===== src/rtl/store_buffer_if.sv =====
// CPU/memory-side signal bundle for the store buffer. The master modport is the
// CPU plus data memory environment; the slave modport is the store buffer itself.
interface store_buffer_if #(
    parameter int AW = 16,
    parameter int DW = 16
);
    logic          cpu_store_valid;
    logic          cpu_store_ready;
    logic          cpu_load_valid;
    logic [AW-1:0] cpu_addr;
    logic [DW-1:0] cpu_wdata;
    logic [DW-1:0] cpu_load_data;
    logic          cpu_load_stall;
    logic [AW-1:0] mem_address;
    logic [DW-1:0] mem_write_data;
    logic          mem_write_en;
    logic [DW-1:0] mem_read_data;
    logic          buf_empty;

    modport master (
        output cpu_store_valid, cpu_load_valid, cpu_addr, cpu_wdata, mem_read_data,
        input  cpu_store_ready, cpu_load_data, cpu_load_stall,
               mem_address, mem_write_data, mem_write_en, buf_empty
    );

    modport slave (
        input  cpu_store_valid, cpu_load_valid, cpu_addr, cpu_wdata, mem_read_data,
        output cpu_store_ready, cpu_load_data, cpu_load_stall,
               mem_address, mem_write_data, mem_write_en, buf_empty
    );
endinterface


===== src/rtl/store_buffer.sv =====
// Posted-write FIFO between the CPU and data memory; drains one store per idle cycle.
// Define STORE_BUF_FWD_EN to forward the youngest matching store to loads instead of stalling.
module store_buffer #(
    parameter int DEPTH = 4,
    parameter int AW    = 16,
    parameter int DW    = 16
) (
    input logic         clk,
    input logic         rst_n,
    store_buffer_if.slave bus
);
    localparam int PW = $clog2(DEPTH);
    localparam int CW = PW + 1;

    logic [PW-1:0] r_rd_ptr;
    logic [PW-1:0] r_wr_ptr;
    logic [CW-1:0] r_count;
    logic [AW-1:0] r_addr [DEPTH];
    logic [DW-1:0] r_data [DEPTH];

    logic          w_hit;
    logic          w_drain;
    logic          w_full;
    logic          w_push;
`ifdef STORE_BUF_FWD_EN
    logic [DW-1:0] w_fwd_data;
`endif

    // Scan oldest to youngest so the last match found is the youngest store.
    always_comb begin
        w_hit = 1'b0;
`ifdef STORE_BUF_FWD_EN
        w_fwd_data = '0;
`endif
        for (int i = 0; i < DEPTH; i++) begin
            if ((CW'(i) < r_count) && (r_addr[r_rd_ptr + PW'(i)] == bus.cpu_addr)) begin
                w_hit = 1'b1;
`ifdef STORE_BUF_FWD_EN
                w_fwd_data = r_data[r_rd_ptr + PW'(i)];
`endif
            end
        end
    end

`ifdef STORE_BUF_FWD_EN
    assign w_drain            = (r_count != '0) & ~bus.cpu_load_valid;
    assign bus.mem_address    = bus.cpu_load_valid ? bus.cpu_addr : r_addr[r_rd_ptr];
    assign bus.cpu_load_stall = 1'b0;
    assign bus.cpu_load_data  = w_hit ? w_fwd_data : bus.mem_read_data;
`else
    // A stalled (hitting) load leaves the port to the drain so the hit can clear.
    assign w_drain            = (r_count != '0) & (~bus.cpu_load_valid | w_hit);
    assign bus.mem_address    = (bus.cpu_load_valid & ~w_hit) ? bus.cpu_addr : r_addr[r_rd_ptr];
    assign bus.cpu_load_stall = bus.cpu_load_valid & w_hit;
    assign bus.cpu_load_data  = bus.mem_read_data;
`endif

    assign w_full              = (r_count == CW'(DEPTH));
    assign bus.cpu_store_ready = ~bus.cpu_load_valid & (~w_full | w_drain);
    assign w_push              = bus.cpu_store_valid & bus.cpu_store_ready;
    assign bus.mem_write_en    = w_drain;
    assign bus.mem_write_data  = r_data[r_rd_ptr];
    assign bus.buf_empty       = (r_count == '0);

    always_ff @(posedge clk or negedge rst_n) begin
        if (!rst_n) begin
            r_rd_ptr <= '0;
            r_wr_ptr <= '0;
            r_count  <= '0;
        end else begin
            if (w_drain) r_rd_ptr <= r_rd_ptr + PW'(1);
            if (w_push)  r_wr_ptr <= r_wr_ptr + PW'(1);
            case ({w_push, w_drain})
                2'b10:   r_count <= r_count + CW'(1);
                2'b01:   r_count <= r_count - CW'(1);
                default: r_count <= r_count;
            endcase
        end
    end

    // Entry payload carries no reset; validity is defined by the pointers and count.
    always_ff @(posedge clk) begin
        if (w_push) begin
            r_addr[r_wr_ptr] <= bus.cpu_addr;
            r_data[r_wr_ptr] <= bus.cpu_wdata;
        end
    end
endmodule


===== src/flat_wrapper.sv =====
// flat-port wrapper written by rule: the top's interface ports become plain ports
module store_buffer_flat 
#(
    parameter int DEPTH = 4,
    parameter int AW    = 16,
    parameter int DW    = 16
)
  (clk, rst_n, bus_cpu_store_valid, bus_cpu_load_valid, bus_cpu_addr, bus_cpu_wdata, bus_mem_read_data, bus_cpu_store_ready, bus_cpu_load_data, bus_cpu_load_stall, bus_mem_address, bus_mem_write_data, bus_mem_write_en, bus_buf_empty);
  store_buffer_if #(.AW(AW), .DW(DW)) bus_i ();
  input logic clk;
  input logic rst_n;
  input wire logic [$bits(bus_i.cpu_store_valid)-1:0] bus_cpu_store_valid;
  input wire logic [$bits(bus_i.cpu_load_valid)-1:0] bus_cpu_load_valid;
  input wire logic [$bits(bus_i.cpu_addr)-1:0] bus_cpu_addr;
  input wire logic [$bits(bus_i.cpu_wdata)-1:0] bus_cpu_wdata;
  input wire logic [$bits(bus_i.mem_read_data)-1:0] bus_mem_read_data;
  output wire logic [$bits(bus_i.cpu_store_ready)-1:0] bus_cpu_store_ready;
  output wire logic [$bits(bus_i.cpu_load_data)-1:0] bus_cpu_load_data;
  output wire logic [$bits(bus_i.cpu_load_stall)-1:0] bus_cpu_load_stall;
  output wire logic [$bits(bus_i.mem_address)-1:0] bus_mem_address;
  output wire logic [$bits(bus_i.mem_write_data)-1:0] bus_mem_write_data;
  output wire logic [$bits(bus_i.mem_write_en)-1:0] bus_mem_write_en;
  output wire logic [$bits(bus_i.buf_empty)-1:0] bus_buf_empty;
  assign bus_i.cpu_store_valid = bus_cpu_store_valid;
  assign bus_i.cpu_load_valid = bus_cpu_load_valid;
  assign bus_i.cpu_addr = bus_cpu_addr;
  assign bus_i.cpu_wdata = bus_cpu_wdata;
  assign bus_i.mem_read_data = bus_mem_read_data;
  assign bus_cpu_store_ready = bus_i.cpu_store_ready;
  assign bus_cpu_load_data = bus_i.cpu_load_data;
  assign bus_cpu_load_stall = bus_i.cpu_load_stall;
  assign bus_mem_address = bus_i.mem_address;
  assign bus_mem_write_data = bus_i.mem_write_data;
  assign bus_mem_write_en = bus_i.mem_write_en;
  assign bus_buf_empty = bus_i.buf_empty;
  store_buffer #(.DEPTH(DEPTH), .AW(AW), .DW(DW)) u_core (.clk(clk), .rst_n(rst_n), .bus(bus_i));
endmodule

===== config.mk =====
export PLATFORM = sky130hd
export DESIGN_NAME = store_buffer_flat
export DESIGN_NICKNAME = d
export VERILOG_FILES = /design/src/rtl/store_buffer_if.sv /design/src/rtl/store_buffer.sv /design/src/flat_wrapper.sv
export SDC_FILE = /design/constraint.sdc
export NUM_CORES = 1
export LEC_CHECK = 0
export ABC_AREA = 1
export CORE_ASPECT_RATIO = 0.75
export CORE_MARGIN = 3
export CORE_UTILIZATION = 61
export DETAILED_ROUTE_END_ITERATION = 8
export PLACE_DENSITY = 0.89
export SLEW_MARGIN = 20
export SYNTH_ARGS = -nofsm -noshare
export SYNTH_HDL_FRONTEND = slang
export SYNTH_SLANG_ARGS = --single-unit

===== constraint.sdc =====
create_clock -name clk -period 4.6 [get_ports clk]
set_input_delay 0.69 -clock clk [delete_from_list [all_inputs] [get_ports clk]]
set_output_delay 0.69 -clock clk [all_outputs]
set_load 0.02 [all_outputs]

==> impl_metrics.csv, run 1 <==
group,metric,value,unit
status,status,"finished, final reports clean",
hold_path,min_path_type,"primary input to async pin",
critical_path,crit_arrival,3.71,ns
critical_path,slowest_stage,"clkdlybuf4s50_1",
floorplanning,fp.dieW,141.7,um
sta,period_needed,4.402,ns
place,finalWeightedCongestion,1.117,
critical_path,cp.required,3.91,ns
sta,setup_viol,0,
sta,slew_headroom,0.4343,
logic_synthesis,synth-xor-area-share,0.004159,
clock_tree,root_buffer,"clkbuf_16",
critical_path,crit_path_max_fanout,35,
clock_tree,htree_num_levels,4,
grt,grt_use_total,0.3418,
cells_and_area,area_growth,16.30,%
critical_path,r2r-end,"u_core.r_count[2]$_DFFE_PN0P_",
clock_tree,clock_latency,0.44,ns
critical_path,crit_top_cell,"nand2_1",
pwr,swShare,0.4757,
sta,setup_ws,0.1979,ns
place,preCtsSetupSlack,0.2990,ns
sta,fin_worst_skew,0.01242,ns
logic_synthesis,synth_cell_types,30,
floorplanning,die_area,0.01527,mm2
logic_synthesis,postSynthCellCount,1116,
floorplanning,die-height,107.8,um
cells_and_area,fill_cells,999,
clock_tree,postCtsHoldBufs,0,
pwr,switchingPower,0.003215,W
pwr,leakage,4.471,nW
logic_synthesis,ys_ff_latch,135,
cells_and_area,design_area,0.009796,mm2
place,hpwlAfterDp,17310,um
clock_tree,numCtsBuffers,17,
grt,grt_max_degree,87,
place,io_buffer_count,71,
logic_synthesis,synth_top_family_by_area,"simple AND/OR/NAND/NOR gates",
clock_tree,clk_pin_slew_worst_paths,0.07,ns
critical_path,r2r_cells,22,
pwr,intPower,0.003543,W
routing,wl_per_cell,19.02,um
place,place_area,0.009119,mm2
logic_synthesis,yosys_warnings,0,
critical_path,worstSetupEndpointType,"primary output",
routing,routed_wl,25570,um
floorplanning,start_util,0.6361,
logic_synthesis,synth_nets,1177,
logic_synthesis,synth_area_per_cell,7.548,um2
pwr,p_clk_frac,0.210,
critical_path,crit_start,"u_core.r_rd_ptr[1]$_DFFE_PN0P_",
critical_path,path_buf_inv,3,
cells_and_area,antennaDiodeCount,0,
logic_synthesis,synthAdderAreaFrac,0.01337,
critical_path,critPathKind,"flop to primary output",
sta,period_share,0.9570,
critical_path,rr_startpoint,"u_core.r_rd_ptr[0]$_DFFE_PN0P_",
clock_tree,cts.sink_count,135,
routing,viasPerCell,6.097,
grt,grt_pass1_wl,39940,um
cells_and_area,layout-drive-gt1-share,0.04859,
sta,drv_slew,0,
routing,dr.pass1.iters,7,
flow_run,drv_cap,0,
sta,worst_pin_slew,0.8465,ns
grt,grt_pass1_vias,7424,
logic_synthesis,syn-cell-area,0.008423,mm2
pwr,peakVddDrop,0.4222,mV
grt,antenna_found_initial,0,
pwr,powerDensity,689.9,mW/mm2
critical_path,crit_family,"simple AND/OR/NAND/NOR gates",
floorplanning,io-pin-count,104,
sta,hold_violations,0,
sta,rsz0062_at_grt,"no",
critical_path,reg2reg_setup_slack,1.10,ns
routing,ant_nets,0,
cells_and_area,final_nets,1221,
logic_synthesis,synthSimpleGateAreaFrac,0.3699,
critical_path,crit_path_max_incr_delay,0.63,ns
critical_path,path_cells,"inv_4 > nand2_1 > nand2_4 > buf_12 > nand2_1 > o21ai_1 > nand2_1 > nand2_1 > nand2_1 > nor2_1 > nand3_1 > nand2_1 > nor2_2 > nand2_8 > nand2_1 > o21ai_1 > clkdlybuf4s50_1",
logic_synthesis,synth_seq_area_share,0.4771,
pwr,pwr-share-seq,0.238,
floorplanning,core_area,0.01324,mm2
clock_tree,cts_tree,"done",
grt,grt_overflow_total,0,
logic_synthesis,synthMuxAreaShare,0,
clock_tree,cts_buffer_depth,2,
routing,drcViolationCount,0,
clock_tree,post_cts_buffers,0,
floorplanning,rows,36,
sta,tns,0,ns
pwr,p_comb_frac,0.551,
logic_synthesis,synth_compound_area_frac,0.04976,
routing,drt-initial-drc-count,1145,
routing,vias,8195,
critical_path,cp-start-kind,"flop",
sta,max_freq,227.2,MHz
[power by group through the flow]
stage	registers (W)	clock network (W)	logic (W)
2_1_floorplan	0.00158	0	0.00254
3_3_place_gp	0.00162	0	0.00347
3_5_place_dp	0.00163	0	0.00354
4_1_cts	0.00161	0.00142	0.00358
5_1_grt	0.00162	0.00147	0.00408
6_report	0.00161	0.00142	0.00373
[flip-flops by register name, indices dropped and copies added, names as in the netlist]
| name | count |
|---|---|
| u_core.r_wr_ptr | 2 |
| u_core.r_count | 3 |
| u_core.r_rd_ptr | 2 |
| u_core.r_data | 64 |
| u_core.r_addr | 64 |
[cells by family after synthesis]
group,count (synthesis)
compound gates,73
xor+xnor,4
fa+ha+maj,9
buf+inv,147
flops,135
simple gates,748
[through the flow]
stage	hold WS, ns	utilization	std cells	total power [W]
final	0.5593	0.7397	1344	0.006758
after global routing	0.5717	0.7397	1344	0.007170
after CTS	0.5655	0.7343	1343	0.006607
after detailed placement	0.5504	0.6886	1311	0.005166
after global placement	0.5474	0.6886	1311	0.005090
after floorplan	0.3944	-	1116	0.004116
[per-layer routing]
layer,track usage,part of all wire
met5,0,0
met4,0.1055,0.026
met3,0.06794,0.12
met2,0.5240,0.45
met1,0.4932,0.41
[cell usage after synthesis, drive strengths merged]
cell type	instances	area (um2)
xnor2	2	17.52
dfrtp	7	175.2
nand3	178	890.9
o2111ai	1	8.760
clkbuf	13	48.80
o21ai	45	225.2
xor2	2	17.52
a21oi	7	35.03
nand2	489	1848
a22oi	16	120.1
buf	46	340.3
nor2	52	197.7
ha	9	112.6
o211ai	4	30.03
nor3b	2	15.01
edfxtp	128	3844
nand3b	4	30.03
or2	2	12.51
inv	88	332.8
nor3	8	40.04
nand4	13	81.33
[worst max-delay path by stage]
| stage | cells after the start | endpoint |
|---|---|---|
| floorplan | 3 | u_core.r_addr[0][0]$_DFFE_PP_ |
| global placement | 14 | bus_mem_write_en |
| detailed placement | 14 | bus_mem_address[5] |
| CTS | 17 | bus_mem_address[5] |
| global route | 17 | bus_mem_address[9] |
| finish | 17 | bus_mem_address[2] |
[what timing repair did]
action,CTS,global route
endpoints found under the hold margin,0,0
setup endpoints to repair,7,17
cloned,0,0
gates resized for setup,1,12
[area by class of cell]
type,count,area [um2],area share
clock buffer,18,429.2,0.04381
clock inverter,14,171.4,0.01750
inverter,88,335.3,0.03423
multi-input combinational,834,3731,0.3809
sequential,135,4021,0.4105
tap,171,214.0,0.02184
timing repair buffer,84,893.4,0.09120
[layout by cell type (no fill, tap or decap), drive strengths merged, types with 3 or more instances in the layout]
cell / netlist / layout
nand2: 489 / 489
clkbuf: 13 / 18
nand3: 178 / 178
nand4: 13 / 13
edfxtp: 128 / 128
dfrtp: 7 / 7
bufinv: 0 / 3
inv: 88 / 92
nand3b: 4 / 4
nor3: 8 / 8
buf: 46 / 13
a22oi: 16 / 16
a21oi: 7 / 7
clkinv: 0 / 6
o211ai: 4 / 4
nor2: 52 / 52
clkdlybuf4s50: 0 / 68
o21ai: 45 / 45
ha: 9 / 9
dlymetal6s2s: 0 / 3
Note: power is estimated with default switching activity, not from simulation.
==> run 2, diff against run 1 <==
CELL_PAD_IN_SITES_DETAIL_PLACEMENT = 1   (was unset)
CELL_PAD_IN_SITES_GLOBAL_PLACEMENT = 2   (was unset)
CORE_UTILIZATION = 35   (was 61)
==> run 2 against run 1 <==
  * Worst setup slack got worse by 0.031 ns
  * Core utilization decreased by 31 points
  * Clock-buffer cell count decreased by 1
  * Highest routed layer unchanged
  * Critical path type unchanged
  * Register-to-register slack got worse by 0.12 ns
  * Clock skew decreased by 0.0041 ns
  * Maximum frequency decreased by 0.69%
  * Largest cell class unchanged
==> impl_metrics.csv, run 2 (synthesis results as in run 1) <==
group,metric,value,unit
status,status,"finished, final reports clean",
critical_path,slowest_stage,"clkdlybuf4s50_1",
routing,dr.pass1.iters,5,
clock_tree,cts_buffer_depth,2,
critical_path,rr_startpoint,"u_core.r_rd_ptr[0]$_DFFE_PN0P_",
critical_path,path_buf_inv,4,
critical_path,crit_arrival,3.74,ns
cells_and_area,final_nets,1231,
sta,slew_headroom,0.4853,
cells_and_area,mostFrequentLayoutCell,"nand2_1",
pwr,intPower,0.003420,W
cells_and_area,multiInputGateArea,0.003737,mm2
clock_tree,clock_latency,0.43,ns
hold_path,min_path_type,"primary input to async pin",
grt,grt_max_degree,57,
floorplanning,io-pin-count,104,
critical_path,worstSetupEndpointType,"primary output",
clock_tree,numCtsBuffers,17,
cells_and_area,area_growth,19.34,%
critical_path,crit_path_max_incr_delay,0.61,ns
clock_tree,cts_tree,"done",
routing,vias,7908,
grt,grt_overflow_total,0,
place,preCtsSetupSlack,0.2631,ns
pwr,powerDensity,681.0,mW/mm2
pwr,swShare,0.5005,
cells_and_area,fin_cells,1483,
place,place_inst,1451,
cells_and_area,reg.largest.list,"u_core.r_addr (64), u_core.r_data (64), u_core.r_count (3)",
routing,ant_nets,0,
pwr,p_comb_frac,0.563,
critical_path,reg2reg_setup_slack,0.98,ns
cells_and_area,fill_cells,2851,
floorplanning,die-height,140.4,um
floorplanning,start_util,0.3615,
pwr,pwr-share-seq,0.234,
sta,worst_pin_slew,0.7661,ns
critical_path,cp-start-kind,"flop",
clock_tree,postCtsHoldBufs,0,
critical_path,r2r_cells,22,
cells_and_area,layout-drive-gt1-share,0.06171,
critical_path,crit_top_cell,"nand2_1",
pwr,switchingPower,0.003426,W
cells_and_area,area.sequential,0.004021,mm2
sta,period_needed,4.433,ns
sta,rsz0062_at_grt,"yes",
sta,fin_worst_skew,0.008345,ns
cells_and_area,antennaDiodeCount,0,
routing,drcViolationCount,0,
floorplanning,core_area,0.02330,mm2
pwr,p_clk_frac,0.203,
critical_path,cp.required,3.91,ns
critical_path,r2r-end,"u_core.r_count[2]$_DFFE_PN0P_",
routing,wl_per_cell,19.93,um
routing,drt-initial-drc-count,642,
pwr,peakVddDrop,0.3189,mV
critical_path,critPathKind,"flop to primary output",
critical_path,crit_family,"simple AND/OR/NAND/NOR gates",
floorplanning,rows,48,
sta,drv_slew,0,
clock_tree,cts.sink_count,135,
flow_run,drv_cap,0,
sta,hold_violations,0,
pwr,leakage,4.613,nW
clock_tree,htree_num_levels,4,
grt,grt_pass1_wl,45890,um
floorplanning,die_area,0.02598,mm2
floorplanning,fp.dieW,185.1,um
sta,max_freq,225.6,MHz
clock_tree,post_cts_buffers,0,
place,io_buffer_count,71,
routing,viasPerCell,5.332,
grt,grt_use_total,0.2319,
sta,period_share,0.9636,
grt,grt_pass1_vias,7957,
cells_and_area,final_cell_mix,"nand2_1, nand3_1, edfxtp_1",
sta,setup_ws,0.1672,ns
critical_path,crit_path_max_fanout,35,
clock_tree,cts-resized-gates,1,
place,finalWeightedCongestion,1.005,
critical_path,path_cells,"inv_4 > nand2_1 > nand2_4 > buf_12 > nand2_1 > nand3_1 > nand2_1 > nor2_1 > nand2_1 > nor2_1 > nand3_1 > nand2_1 > nor2_2 > nand2_8 > nand2_1 > inv_1 > clkdlybuf4s50_1",
sta,setup_viol,0,
grt,antenna_found_initial,0,
clock_tree,root_buffer,"clkbuf_16",
place,hpwlAfterDp,21540,um
clock_tree,clk_pin_slew_worst_paths,0.07,ns
routing,routed_wl,29550,um
[run 2: cell count changes in the layout (fill, tap and decap cells not counted), moves of 2 or more]
cell             before  now
o21ai_1              25   22
o21ai_2               0    3
dlymetal6s2s_1        3   13
clkinv_4              3    0
clkinv_8              0    5
buf_4                 6   16
inv_8                 0    3
bufinv_16             3    0
clkdlybuf4s50_1      68   58
clkinv_1              2    0
[run 2: final cells by class]
cell class,count,area share
flip-flops and latches,135,0.4001
multi-input cells,834,0.3718
repair buffers,94,0.09808
clock buffers,17,0.04232
well taps,300,0.03734
inverters,88,0.03311
clock inverters,15,0.01730
[run 2: stage by stage]
stage	cell area (um2)	hold slack, ns	TNS, ns	utilization	total power [W]
floorplan	8423	0.3944	0	-	0.004116
global placement	9388	0.5642	0	0.4029	0.005323
detailed placement	9388	0.5956	0	0.4029	0.005400
CTS	9996	0.5110	0	0.4290	0.006824
global route	10050	0.5310	-0.2560	0.4314	0.007350
finish	10050	0.5175	0	0.4314	0.006845
[run 2: power groups by stage]
stage	registers (W)	logic, W	clock network, W
global placement	0.00161	0.00371	0
floorplan	0.00158	0.00254	0
global route	0.00162	0.00427	0.00146
CTS	0.00160	0.00381	0.00141
detailed placement	0.00162	0.00378	0
finish	0.00160	0.00385	0.00139
[run 2: how the worst max path moves through the flow]
stage / startpoint / end / depth (start not counted) / slack [ns]
2_1_floorplan: bus_cpu_load_valid / u_core.r_addr[0][0]$_DFFE_PP_ / 3 / 1.72
3_3_place_gp: bus_cpu_addr[14] / bus_mem_address[8] / 14 / 0.28
3_5_place_dp: bus_cpu_addr[8] / bus_mem_address[8] / 12 / 0.26
4_1_cts: u_core.r_rd_ptr[0]$_DFFE_PN0P_ / bus_mem_address[8] / 17 / 0.03
5_1_grt: u_core.r_rd_ptr[0]$_DFFE_PN0P_ / bus_mem_write_en / 18 / -0.10
6_report: u_core.r_rd_ptr[0]$_DFFE_PN0P_ / bus_mem_write_en / 17 / 0.17
[run 2: layer usage]
layer / vias up / global-route usage / wire [um]
met5: - / 0 / 0
met4: 0 / 0.05170 / 295
met3: 22 / 0.04413 / 1580
met2: 192 / 0.3503 / 12910
met1: 3906 / 0.3452 / 14770
li1: 3788 / - / -
[run 2: worst register-to-register path, stage by stage, from the launching register on]
cell and delay (ns):
dfrtp_2 0.52, inv_4 0.19, nand2_1 0.11, nand2_2 0.11, buf_12 0.21, nand2_1 0.13
nand2_1 0.11, nand2_1 0.16, nand2_1 0.10, nor2_1 0.04, nand2_1 0.14, nor2_1 0.06
nand3_1 0.07, nand2_1 0.07, nor2_2 0.18, nand2_8 0.24, nand2_1 0.20, inv_1 0.08
ha_1 0.35, nor2_1 0.12, o21ai_0 0.12, xor2_1 0.15, inv_1 0.06
==> run 3, diff against run 2 <==
GPL_ROUTABILITY_DRIVEN = 0   (was unset)
GPL_TIMING_DRIVEN = 0   (was unset)
==> run 3 against run 2 <==
  * Routed wire length rose by 19%
  * Clock skew rose by 0.0067 ns
  * Non-clock buffer count grew 56
  * Combinational power increased by 13%
  * Highest routed layer unchanged
  * Core utilization up 1.8 points
  * Critical path depth shrank 3
  * Maximum frequency shrank 0.21%
  * Clock power is 4% higher
  * Final cell count up 3.8%
  * Register-to-register slack better by 0.15 ns
  * Via count increased by 7.4%
  * Clock-buffer cell count unchanged
==> impl_metrics.csv, run 3 (synthesis results as in run 1) <==
group,metric,value,unit
status,status,"finished, final reports clean",
place,hpwlAfterDp,26010,um
pwr,leakage,4.857,nW
sta,fin_hold_ws,0.5243,ns
pwr,pwr-share-seq,0.215,
grt,grt_use_total,0.2741,
routing,viasPerCell,5.520,
grt,grt_pass1_vias,8386,
routing,wl_per_cell,22.79,um
sta,tns,0,ns
pwr,switchingPower,0.003766,W
floorplanning,io-pin-count,104,
routing,drcViolationCount,0,
sta,worst_pin_slew,0.7715,ns
sta,fin_worst_skew,0.01507,ns
sta,drv_slew,0,
place,place_inst,1507,
floorplanning,start_util,0.3615,
clock_tree,clk_pin_slew_worst_paths,0.07,ns
critical_path,path_buf_inv,4,
pwr,p_comb_frac,0.589,
cells_and_area,fin_util,0.4496,
critical_path,path_cells,"buf_4 > buf_2 > nand3_1 > nand2_1 > a21oi_1 > nand3_1 > nor2_1 > nand3_1 > nand2_1 > nor2_2 > nand2_4 > buf_6 > o21ai_1 > clkdlybuf4s50_1",
sta,slew_headroom,0.4845,
grt,grt_overflow_total,0,
pwr,p_clk_frac,0.197,
grt,antenna_found_initial,0,
cells_and_area,reg.largest.list,"u_core.r_addr (64), u_core.r_data (64), u_core.r_count (3)",
critical_path,cp-start-kind,"flop",
routing,drt-initial-drc-count,884,
sta,setup_ws,0.1580,ns
clock_tree,cts_buffer_depth,2,
critical_path,crit_family,"buffers and inverters",
pwr,intPower,0.003611,W
cells_and_area,final_cell_mix,"nand2_1, nand3_1, edfxtp_1",
floorplanning,die-height,140.4,um
pwr,peakVddDrop,0.2613,mV
sta,period_share,0.9657,
critical_path,critPathKind,"flop to primary output",
critical_path,r2r-end,"u_core.r_count[2]$_DFFE_PN0P_",
clock_tree,htree_num_levels,4,
floorplanning,core_area,0.02330,mm2
grt,grt_max_degree,23,
critical_path,crit_arrival,3.75,ns
critical_path,slowest_stage,"clkdlybuf4s50_1",
grt,grt_pass1_wl,52230,um
routing,dr.pass1.iters,5,
critical_path,crit_path_max_incr_delay,0.61,ns
cells_and_area,area_growth,24.39,%
cells_and_area,antennaDiodeCount,0,
pwr,swShare,0.5106,
clock_tree,clock_latency,0.44,ns
critical_path,worstSetupEndpointType,"primary output",
critical_path,crit_top_cell,"nand3_1",
place,preCtsSetupSlack,0.07632,ns
place,io_buffer_count,87,
floorplanning,rows,48,
critical_path,rr_startpoint,"u_core.r_rd_ptr[0]$_DFFE_PN0P_",
cells_and_area,layout-drive-gt1-share,0.07990,
sta,max_freq,225.1,MHz
hold_path,min_path_type,"primary input to async pin",
cells_and_area,final_nets,1287,
flow_run,drv_cap,0,
clock_tree,numCtsBuffers,17,
routing,ant_nets,0,
pwr,powerDensity,704.1,mW/mm2
routing,routed_wl,35070,um
floorplanning,fp.dieW,185.1,um
cells_and_area,mostFrequentLayoutCell,"nand2_1",
critical_path,cp.required,3.91,ns
routing,vias,8495,
critical_path,crit_path_max_fanout,10,
sta,hold_violations,0,
cells_and_area,fin_cells,1539,
clock_tree,post_cts_buffers,0,
sta,setup_viol,0,
clock_tree,cts_tree,"done",
critical_path,reg2reg_setup_slack,1.13,ns
cells_and_area,fill_cells,2838,
sta,rsz0062_at_grt,"no",
floorplanning,die_area,0.02598,mm2
clock_tree,cts.sink_count,135,
clock_tree,root_buffer,"clkbuf_16",
sta,period_needed,4.442,ns
critical_path,r2r_cells,21,
## run 3: cell count changes in the layout (fill, tap and decap cells not counted), sizes merged
cell and change:
buf +26, bufinv +2, clkbuf +14, clkdlybuf4s50 +14, clkinv -2, clkinvlp -1, dlygate4sd2 +1, dlymetal6s2s +1
inv +1
## run 3: worst max path at each step
| stage | endpoint | depth (start not counted) | startpoint | slack [ns] |
|---|---|---|---|---|
| 6_report | bus_mem_address[0] | 14 | u_core.r_rd_ptr[1]$_DFFE_PN0P_ | 0.16 |
| 5_1_grt | bus_mem_address[0] | 19 | u_core.r_rd_ptr[0]$_DFFE_PN0P_ | 0.01 |
| 4_1_cts | bus_mem_address[9] | 18 | u_core.r_rd_ptr[1]$_DFFE_PN0P_ | 0.0003 |
| 3_5_place_dp | bus_mem_address[8] | 15 | bus_cpu_addr[14] | 0.08 |
| 3_3_place_gp | u_core.r_addr[0][0]$_DFFE_PP_ | 4 | bus_cpu_load_valid | -0.53 |
| 2_1_floorplan | u_core.r_addr[0][0]$_DFFE_PP_ | 3 | bus_cpu_load_valid | 1.72 |
## run 3: repair_timing
action	in CTS	in global routing
pin swaps	0	0
hold buffers	0	0
resized for setup	11	19
endpoints found under the setup margin	17	17
## run 3: power groups by stage
stage	Sequential [W]	Combinational [W]	Clock (W)
floorplan	0.00158	0.00254	0
global placement	0.00161	0.00407	0
detailed placement	0.00160	0.00419	0
CTS	0.00158	0.00425	0.00146
global route	0.00160	0.00472	0.00151
finish	0.00158	0.00434	0.00145
## run 3: layout make-up
type	instances	area (um2)	area share
plain buffers	59	415.4	0.03965
clock buffers	17	425.4	0.04060
clock inverters	15	183.9	0.01755
inverters	88	335.3	0.03200
multi-input cells	834	3722	0.3553
flip-flops and latches	135	4020	0.3837
well taps	300	375.4	0.03583
repair buffers	91	999.7	0.09541
## run 3: worst reg2reg max path: stages (launching register included)
cell	delay (ns)
dfrtp_1	0.37
buf_4	0.20
inv_4	0.09
buf_6	0.16
buf_2	0.31
nand2_1	0.11
nand2_1	0.14
nand2_1	0.09
nand3_1	0.13
nand4_1	0.19
nor2_1	0.15
nand3_1	0.12
nand2_1	0.10
nor2_2	0.05
nand2_4	0.19
nand2_1	0.15
inv_1	0.12
ha_1	0.21
inv_1	0.05
o21ai_0	0.22
xor2_1	0.16
inv_1	0.05
## run 3: routing by layer
layer  part of all wire  up-vias  track usage
met5                  0        -            0
met4              0.014        0      0.05406
met3              0.094       33      0.05789
met2               0.42      369       0.4036
met1               0.47     4186       0.4163
li1                   -     3907            -
## run 3: per-stage QoR
stage | cell area (um2) | total power (W)
finish | 10480 | 0.007377
global placement | 9669 | 0.005683
global route | 10480 | 0.007836
detailed placement | 9794 | 0.005793
floorplan | 8423 | 0.004116
CTS | 10430 | 0.007292
